[src/rtl/queue_sensor_conditioner.sv]
`default_nettype none
// ============================================================================
// Module   : queue_sensor_conditioner
// Purpose  : Conditions the raw back (entry) and front (exit) photo-beam
//            sensors for the bank queue manager. Each channel synchronises
//            its raw input, debounces it and tracks break/release with a
//            small FSM. One single-cycle event pulse is emitted for each
//            confirmed person passage, on the confirmed release.
// Ports    : clk          - system clock
//            reset        - asynchronous, active-high reset
//            back_raw     - raw back (entry) sensor, asynchronous to clk
//            front_raw    - raw front (exit) sensor, asynchronous to clk
//            enter_evt    - one-cycle pulse, one person passed back sensor
//            exit_evt     - one-cycle pulse, one person passed front sensor
//            back_busy    - back beam confirmed broken
//            front_busy   - front beam confirmed broken
//            back_stuck   - back channel stuck fault
//            front_stuck  - front channel stuck fault
// Options  : define SENSOR_STUCK_DETECT_EN to build the stuck-beam detector;
//            otherwise the stuck outputs are tied low.
// Revision : 1.0 - initial release
// ============================================================================
module queue_sensor_conditioner #(
  parameter int DEBOUNCE_CYCLES    = 4,
  parameter int STUCK_CYCLES       = 1000,
  parameter int SENSOR_ACTIVE_HIGH = 1
) (
  input  logic clk,
  input  logic reset,
  input  logic back_raw,
  input  logic front_raw,
  output logic enter_evt,
  output logic exit_evt,
  output logic back_busy,
  output logic front_busy,
  output logic back_stuck,
  output logic front_stuck
);

  localparam int CW = $clog2(DEBOUNCE_CYCLES + 1);
  localparam logic [CW-1:0] CNT_ONE  = CW'(1);
  localparam logic [CW-1:0] CNT_LAST = CW'(DEBOUNCE_CYCLES - 1);
  // Raw level that means "beam clear"; synchroniser flops reset to it.
  localparam logic IDLE_LVL = (SENSOR_ACTIVE_HIGH == 0) ? 1'b1 : 1'b0;

  typedef enum logic [1:0] {
    S_CLEAR     = 2'd0,
    S_ARMING    = 2'd1,
    S_BLOCKED   = 2'd2,
    S_RELEASING = 2'd3
  } state_e;

  logic [1:0] raw_w;
  logic [1:0] evt_w;
  logic [1:0] busy_w;
  logic [1:0] stuck_w;

  assign raw_w = {front_raw, back_raw};

  for (genvar g = 0; g < 2; g++) begin : g_chan
    logic          sync1_q, sync2_q;
    logic          b;
    state_e        state_q, state_d;
    logic [CW-1:0] cnt_q, cnt_d;
    logic          evt_q, evt_d;
    logic          busy_q, busy_d;
    logic          stuck;

    // Two-flop synchroniser; flops rest at the beam-clear level.
    always_ff @(posedge clk or posedge reset) begin
      if (reset) begin
        sync1_q <= IDLE_LVL;
        sync2_q <= IDLE_LVL;
      end else begin
        sync1_q <= raw_w[g];
        sync2_q <= sync1_q;
      end
    end

    // Normalise to "broken" regardless of sensor polarity.
    assign b = sync2_q ^ IDLE_LVL;

    always_ff @(posedge clk or posedge reset) begin
      if (reset) begin
        state_q <= S_CLEAR;
        cnt_q   <= '0;
        evt_q   <= 1'b0;
        busy_q  <= 1'b0;
      end else begin
        state_q <= state_d;
        cnt_q   <= cnt_d;
        evt_q   <= evt_d;
        busy_q  <= busy_d;
      end
    end

    always_comb begin
      state_d = state_q;
      cnt_d   = cnt_q;
      evt_d   = 1'b0;
      case (state_q)
        S_CLEAR: begin
          if (b) begin
            if (DEBOUNCE_CYCLES == 1) begin
              state_d = S_BLOCKED;
              cnt_d   = '0;
            end else begin
              state_d = S_ARMING;
              cnt_d   = CNT_ONE;
            end
          end
        end
        S_ARMING: begin
          if (!b) begin
            // Break shorter than the debounce window: glitch.
            state_d = S_CLEAR;
            cnt_d   = '0;
          end else if (cnt_q == CNT_LAST) begin
            state_d = S_BLOCKED;
            cnt_d   = '0;
          end else begin
            cnt_d = cnt_q + CNT_ONE;
          end
        end
        S_BLOCKED: begin
          if (!b) begin
            if (DEBOUNCE_CYCLES == 1) begin
              state_d = S_CLEAR;
              cnt_d   = '0;
              evt_d   = ~stuck;
            end else begin
              state_d = S_RELEASING;
              cnt_d   = CNT_ONE;
            end
          end
        end
        S_RELEASING: begin
          if (b) begin
            // Dropout shorter than the debounce window: still blocked.
            state_d = S_BLOCKED;
            cnt_d   = '0;
          end else if (cnt_q == CNT_LAST) begin
            state_d = S_CLEAR;
            cnt_d   = '0;
            // A release that ends a stuck episode is an obstruction clearing.
            evt_d   = ~stuck;
          end else begin
            cnt_d = cnt_q + CNT_ONE;
          end
        end
        default: begin
          state_d = S_CLEAR;
          cnt_d   = '0;
        end
      endcase
      busy_d = (state_d == S_BLOCKED) || (state_d == S_RELEASING);
    end

`ifdef SENSOR_STUCK_DETECT_EN
    localparam int SW = $clog2(STUCK_CYCLES + 1);
    localparam logic [SW-1:0] STUCK_MAX = SW'(STUCK_CYCLES);

    logic [SW-1:0] stuck_cnt_q, stuck_cnt_d;
    logic [SW-1:0] stuck_inc;
    logic          stuck_q, stuck_d;

    // Saturating increment of the blocked-time counter.
    assign stuck_inc = (stuck_cnt_q == STUCK_MAX) ? stuck_cnt_q
                                                  : stuck_cnt_q + SW'(1);

    always_comb begin
      stuck_cnt_d = stuck_cnt_q;
      stuck_d     = stuck_q;
      if (state_d == S_CLEAR) begin
        stuck_cnt_d = '0;
        stuck_d     = 1'b0;
      end else if ((state_q == S_BLOCKED) || (state_q == S_RELEASING)) begin
        stuck_cnt_d = stuck_inc;
        stuck_d     = stuck_q | (stuck_inc == STUCK_MAX);
      end
    end

    always_ff @(posedge clk or posedge reset) begin
      if (reset) begin
        stuck_cnt_q <= '0;
        stuck_q     <= 1'b0;
      end else begin
        stuck_cnt_q <= stuck_cnt_d;
        stuck_q     <= stuck_d;
      end
    end

    assign stuck = stuck_q;
`else
    assign stuck = 1'b0;
`endif

    assign evt_w[g]   = evt_q;
    assign busy_w[g]  = busy_q;
    assign stuck_w[g] = stuck;
  end

  assign enter_evt   = evt_w[0];
  assign exit_evt    = evt_w[1];
  assign back_busy   = busy_w[0];
  assign front_busy  = busy_w[1];
  assign back_stuck  = stuck_w[0];
  assign front_stuck = stuck_w[1];

endmodule
`default_nettype wire

[config.mk]
export PLATFORM = sky130hd
export DESIGN_NAME = queue_sensor_conditioner
export DESIGN_NICKNAME = d
export VERILOG_FILES = /design/src/rtl/queue_sensor_conditioner.sv
export SDC_FILE = /design/constraint.sdc
export NUM_CORES = 1
export LEC_CHECK = 0
export CELL_PAD_IN_SITES_DETAIL_PLACEMENT = 1
export CELL_PAD_IN_SITES_GLOBAL_PLACEMENT = 1
export CORE_UTILIZATION = 25
export CTS_CLUSTER_SIZE = 14
export DETAILED_ROUTE_END_ITERATION = 16
export PLACE_DENSITY = 0.61
export SLEW_MARGIN = 20
export SYNTH_ARGS = -nofsm -noshare
export SYNTH_HDL_FRONTEND = slang
export SYNTH_SLANG_ARGS = --single-unit
[constraint.sdc]
create_clock -name clk -period 1.8 [get_ports clk]
set_input_delay 0.45 -clock clk [delete_from_list [all_inputs] [get_ports clk]]
set_output_delay 0.45 -clock clk [all_outputs]
set_load 0.05 [all_outputs]
==> results.yml <==
timing:
  max_freq_mhz: 727
  setup_clock_skew_after_layout_ns: 0.00443
  tns_ns: 0
  post-route-min-period_ns: 1.37
  unrepaired_setup_endpoints_after_global_routing: "no"
  final_max_slew_viol_count: 0
  min_period_over_period: 0.764
  setup_viol: 0
  finalHoldViolCount: 0
critical_path:
  worst_r2r_startpoint: "g_chan[1].cnt_q[0]$_DFFE_PP0P_"
  timing_endpoint_of_the_critical_path: "back_busy"
  worstPathRequired_ns: 1.35
  worstRegToRegCells: 4
  worst_ep_arrival_time_ns: 0.92
  startpoint: "back_busy$_DFF_PP0_"
  cp-end-kind: "output pin"
  worst_path_dominant_cell_family: "flip-flops"
  timing.critical_path.fanout_max: 4
  crit_cells: 1
  slowest_stage: "sky130_fd_sc_hd__dfrtp_1"
  cpPeakStageDelay_ns: 0.47
  startpoint_type: "flop"
  criticalPathCategory: "flop to output pin"
  worstReg2RegEnd: "front_busy$_DFF_PP0_"
  cp.buffers_inverters: 1
  critical_path_cell_by_cell: "buf_12"
  regToRegSetupSlack_ns: 0.49
layout:
  nets: 68
  area_taken_by_flip_flops_and_latches_um2: 400
  multiInputGateArea_um2: 224
  fillCellCount: 253
  syn2layout_area_growth_pct: 21.9
  antennaDiodeCount: 0
  final_area_um2: 779
  finish.cell_count_without_fillers: 89
  drive_above_1_share: 0.213
pwr:
  part_of_the_power_in_combinational_logic: 0.350
  cellLeakagePower_nw: 0.357
  powerDensity_mw_per_mm2: 1540
  switching_power_uw: 429
  power.ir.vdd_worst_mv: 0.749
  power.switching_fraction: 0.358
  power_frac_clock: 0.196
  cellInternalPower_uw: 770
  power_frac_seq: 0.454
global_routing:
  total_grt_overflow: 0
  largest_net_degree_at_the_start_of_global_routing: 17
  first_global_vias: 383
  grt_pass1_wl_mm: 1.68
  grt_antenna_before_repair: 0
  global_route_total_usage_across_every_layer: 0.0874
floorplan:
  ios: 10
  die_area_mm2: 0.00276
  floorplan.die.width_um: 52.6
  die_height_um: 52.6
  num_rows: 17
  core_area_mm2: 0.00232
  initial_core_util: 0.276
clock_network:
  clock-sinks: 16
  cts_buffer_depth: 2
  cts_root_buffer: "sky130_fd_sc_hd__clkbuf_4"
  postCtsSetupRepairBufs: 0
  htree_levels: 1
  clk-insertion-delay-late_ns: 0.28
  register_clock_pin_slew_on_the_reported_worst_setup_and_hold_paths_ns: 0.10
  cts_resized: 0
  cts_made_buffers: 3
  tritoncts: "built"
  holdBufCountCts: 0
placed_design:
  dp.cells: 85
  port-buffer-count: 7
  post_dp_cell_area_um2: 743
  gp_congestion: 0.619
  detailedPlacementHpwl_um: 729
routing:
  via_per_inst: 4.26
  drt-total-wl_um: 975
  via_count: 379
  ant_nets: 0
  firstDrtPassIters: 4
  route.detailed.drc: 0
  drt-initial-drc-count: 3
  routedWlPerCell_um: 11.0
status:
  status: "finished clean"
synthesis:
  synth_async_sr_flop_share: 1.00
  yosysWarningCount: 0
  yosysUniqueCellTypes: 23
  synth.avg_cell_area_um2: 12.8
  synth-seq-cells: 16
  ys.flop_type: "sky130_fd_sc_hd__dfrtp_1"
  post_synth_inst_count: 50
  synthesis.area_um2: 639
  synth-seq-area-share: 0.626
  synth_enable_flop_cells: 0
hold_path:
  worst_hold_path_type: "flop to flop"
flow_run:
  max-cap-violations: 0
registers in the layout, summed over array words and instances (netlist names):
register	count
back_busy	1
g_chan.state_q	2
enter_evt	1
front_busy	1
g_chan.sync1_q	2
g_chan.b	2
exit_evt	1
g_chan.cnt_q	6
stage by stage:
stage | hold slack (ns) | worst slack, ns | power (mW) | utilization
2_1_floorplan | 0.331 | 0.480 | 0.838 | -
3_3_place_gp | 0.333 | 0.536 | 0.966 | 0.321
3_5_place_dp | 0.342 | 0.503 | 0.980 | 0.321
4_1_cts | 0.365 | 0.405 | 1.22 | 0.336
5_1_grt | 0.369 | 0.376 | 1.29 | 0.336
6_report | 0.360 | 0.425 | 1.20 | 0.336
metal layers:
layer	GRT usage	routed length (um)
met4	0.0526	11
met2	0.124	423
met3	0.0261	38
met5	0	0
met1	0.115	501
cell type report:
type                    instances  area share
inverters                       1     0.00482
multi-input cells              32       0.287
repair buffers                  8       0.103
well taps                      28      0.0449
clock buffers                   4      0.0465
flip-flops and latches         16       0.514
layout by cell type (no fill, tap or decap), drive strengths merged, types with 3 or more instances in the layout:
cell type | synthesis | routed
buf | 2 | 5
clkbuf | 0 | 4
clkdlybuf4s50 | 0 | 3
dfrtp | 16 | 16
nor2 | 4 | 4
o21ai | 3 | 3
power by group through the flow:
stage | logic (mW) | clock network [mW] | registers, mW
2_1_floorplan | 0.226 | 0 | 0.612
3_3_place_gp | 0.416 | 0 | 0.551
3_5_place_dp | 0.426 | 0 | 0.555
4_1_cts | 0.426 | 0.246 | 0.548
5_1_grt | 0.464 | 0.260 | 0.565
6_report | 0.419 | 0.235 | 0.544
logic make-up after synthesis:
family | share of synthesized area
muxes | 0.0352
adders and majority gates | 0.0391
and+or+nand+nor | 0.157
DFF | 0.626
buffers and inverters | 0.0293
other | 0.00587
AOI/OAI and AO/OA | 0.0685
xor gates and xnor gates | 0.0391
synthesized netlist by cell type, types with 2 or more instances:
cell type	number	share of area
sky130_fd_sc_hd__nor3b_1	2	0.023
sky130_fd_sc_hd__mux2_2	2	0.035
sky130_fd_sc_hd__o21ai_0	3	0.023
sky130_fd_sc_hd__dfrtp_1	16	0.63
sky130_fd_sc_hd__ha_1	2	0.039
sky130_fd_sc_hd__nor2_1	4	0.023
sky130_fd_sc_hd__nand2_1	2	0.012
sky130_fd_sc_hd__buf_4	2	0.023
sky130_fd_sc_hd__nand2b_1	2	0.020
sky130_fd_sc_hd__o21a_1	2	0.023
worst min path at each step:
stage                                 from               endpoint  cells past startpoint
2_1_floorplan  g_chan[0].sync1_q$_DFF_PP0_  g_chan[0].b$_DFF_PP0_                      0
3_3_place_gp   g_chan[0].sync1_q$_DFF_PP0_  g_chan[0].b$_DFF_PP0_                      0
3_5_place_dp   g_chan[1].sync1_q$_DFF_PP0_  g_chan[1].b$_DFF_PP0_                      0
4_1_cts        g_chan[1].sync1_q$_DFF_PP0_  g_chan[1].b$_DFF_PP0_                      0
5_1_grt        g_chan[0].sync1_q$_DFF_PP0_  g_chan[0].b$_DFF_PP0_                      0
6_report       g_chan[0].sync1_q$_DFF_PP0_  g_chan[0].b$_DFF_PP0_                      0
Power figures use the tool's default switching activity.
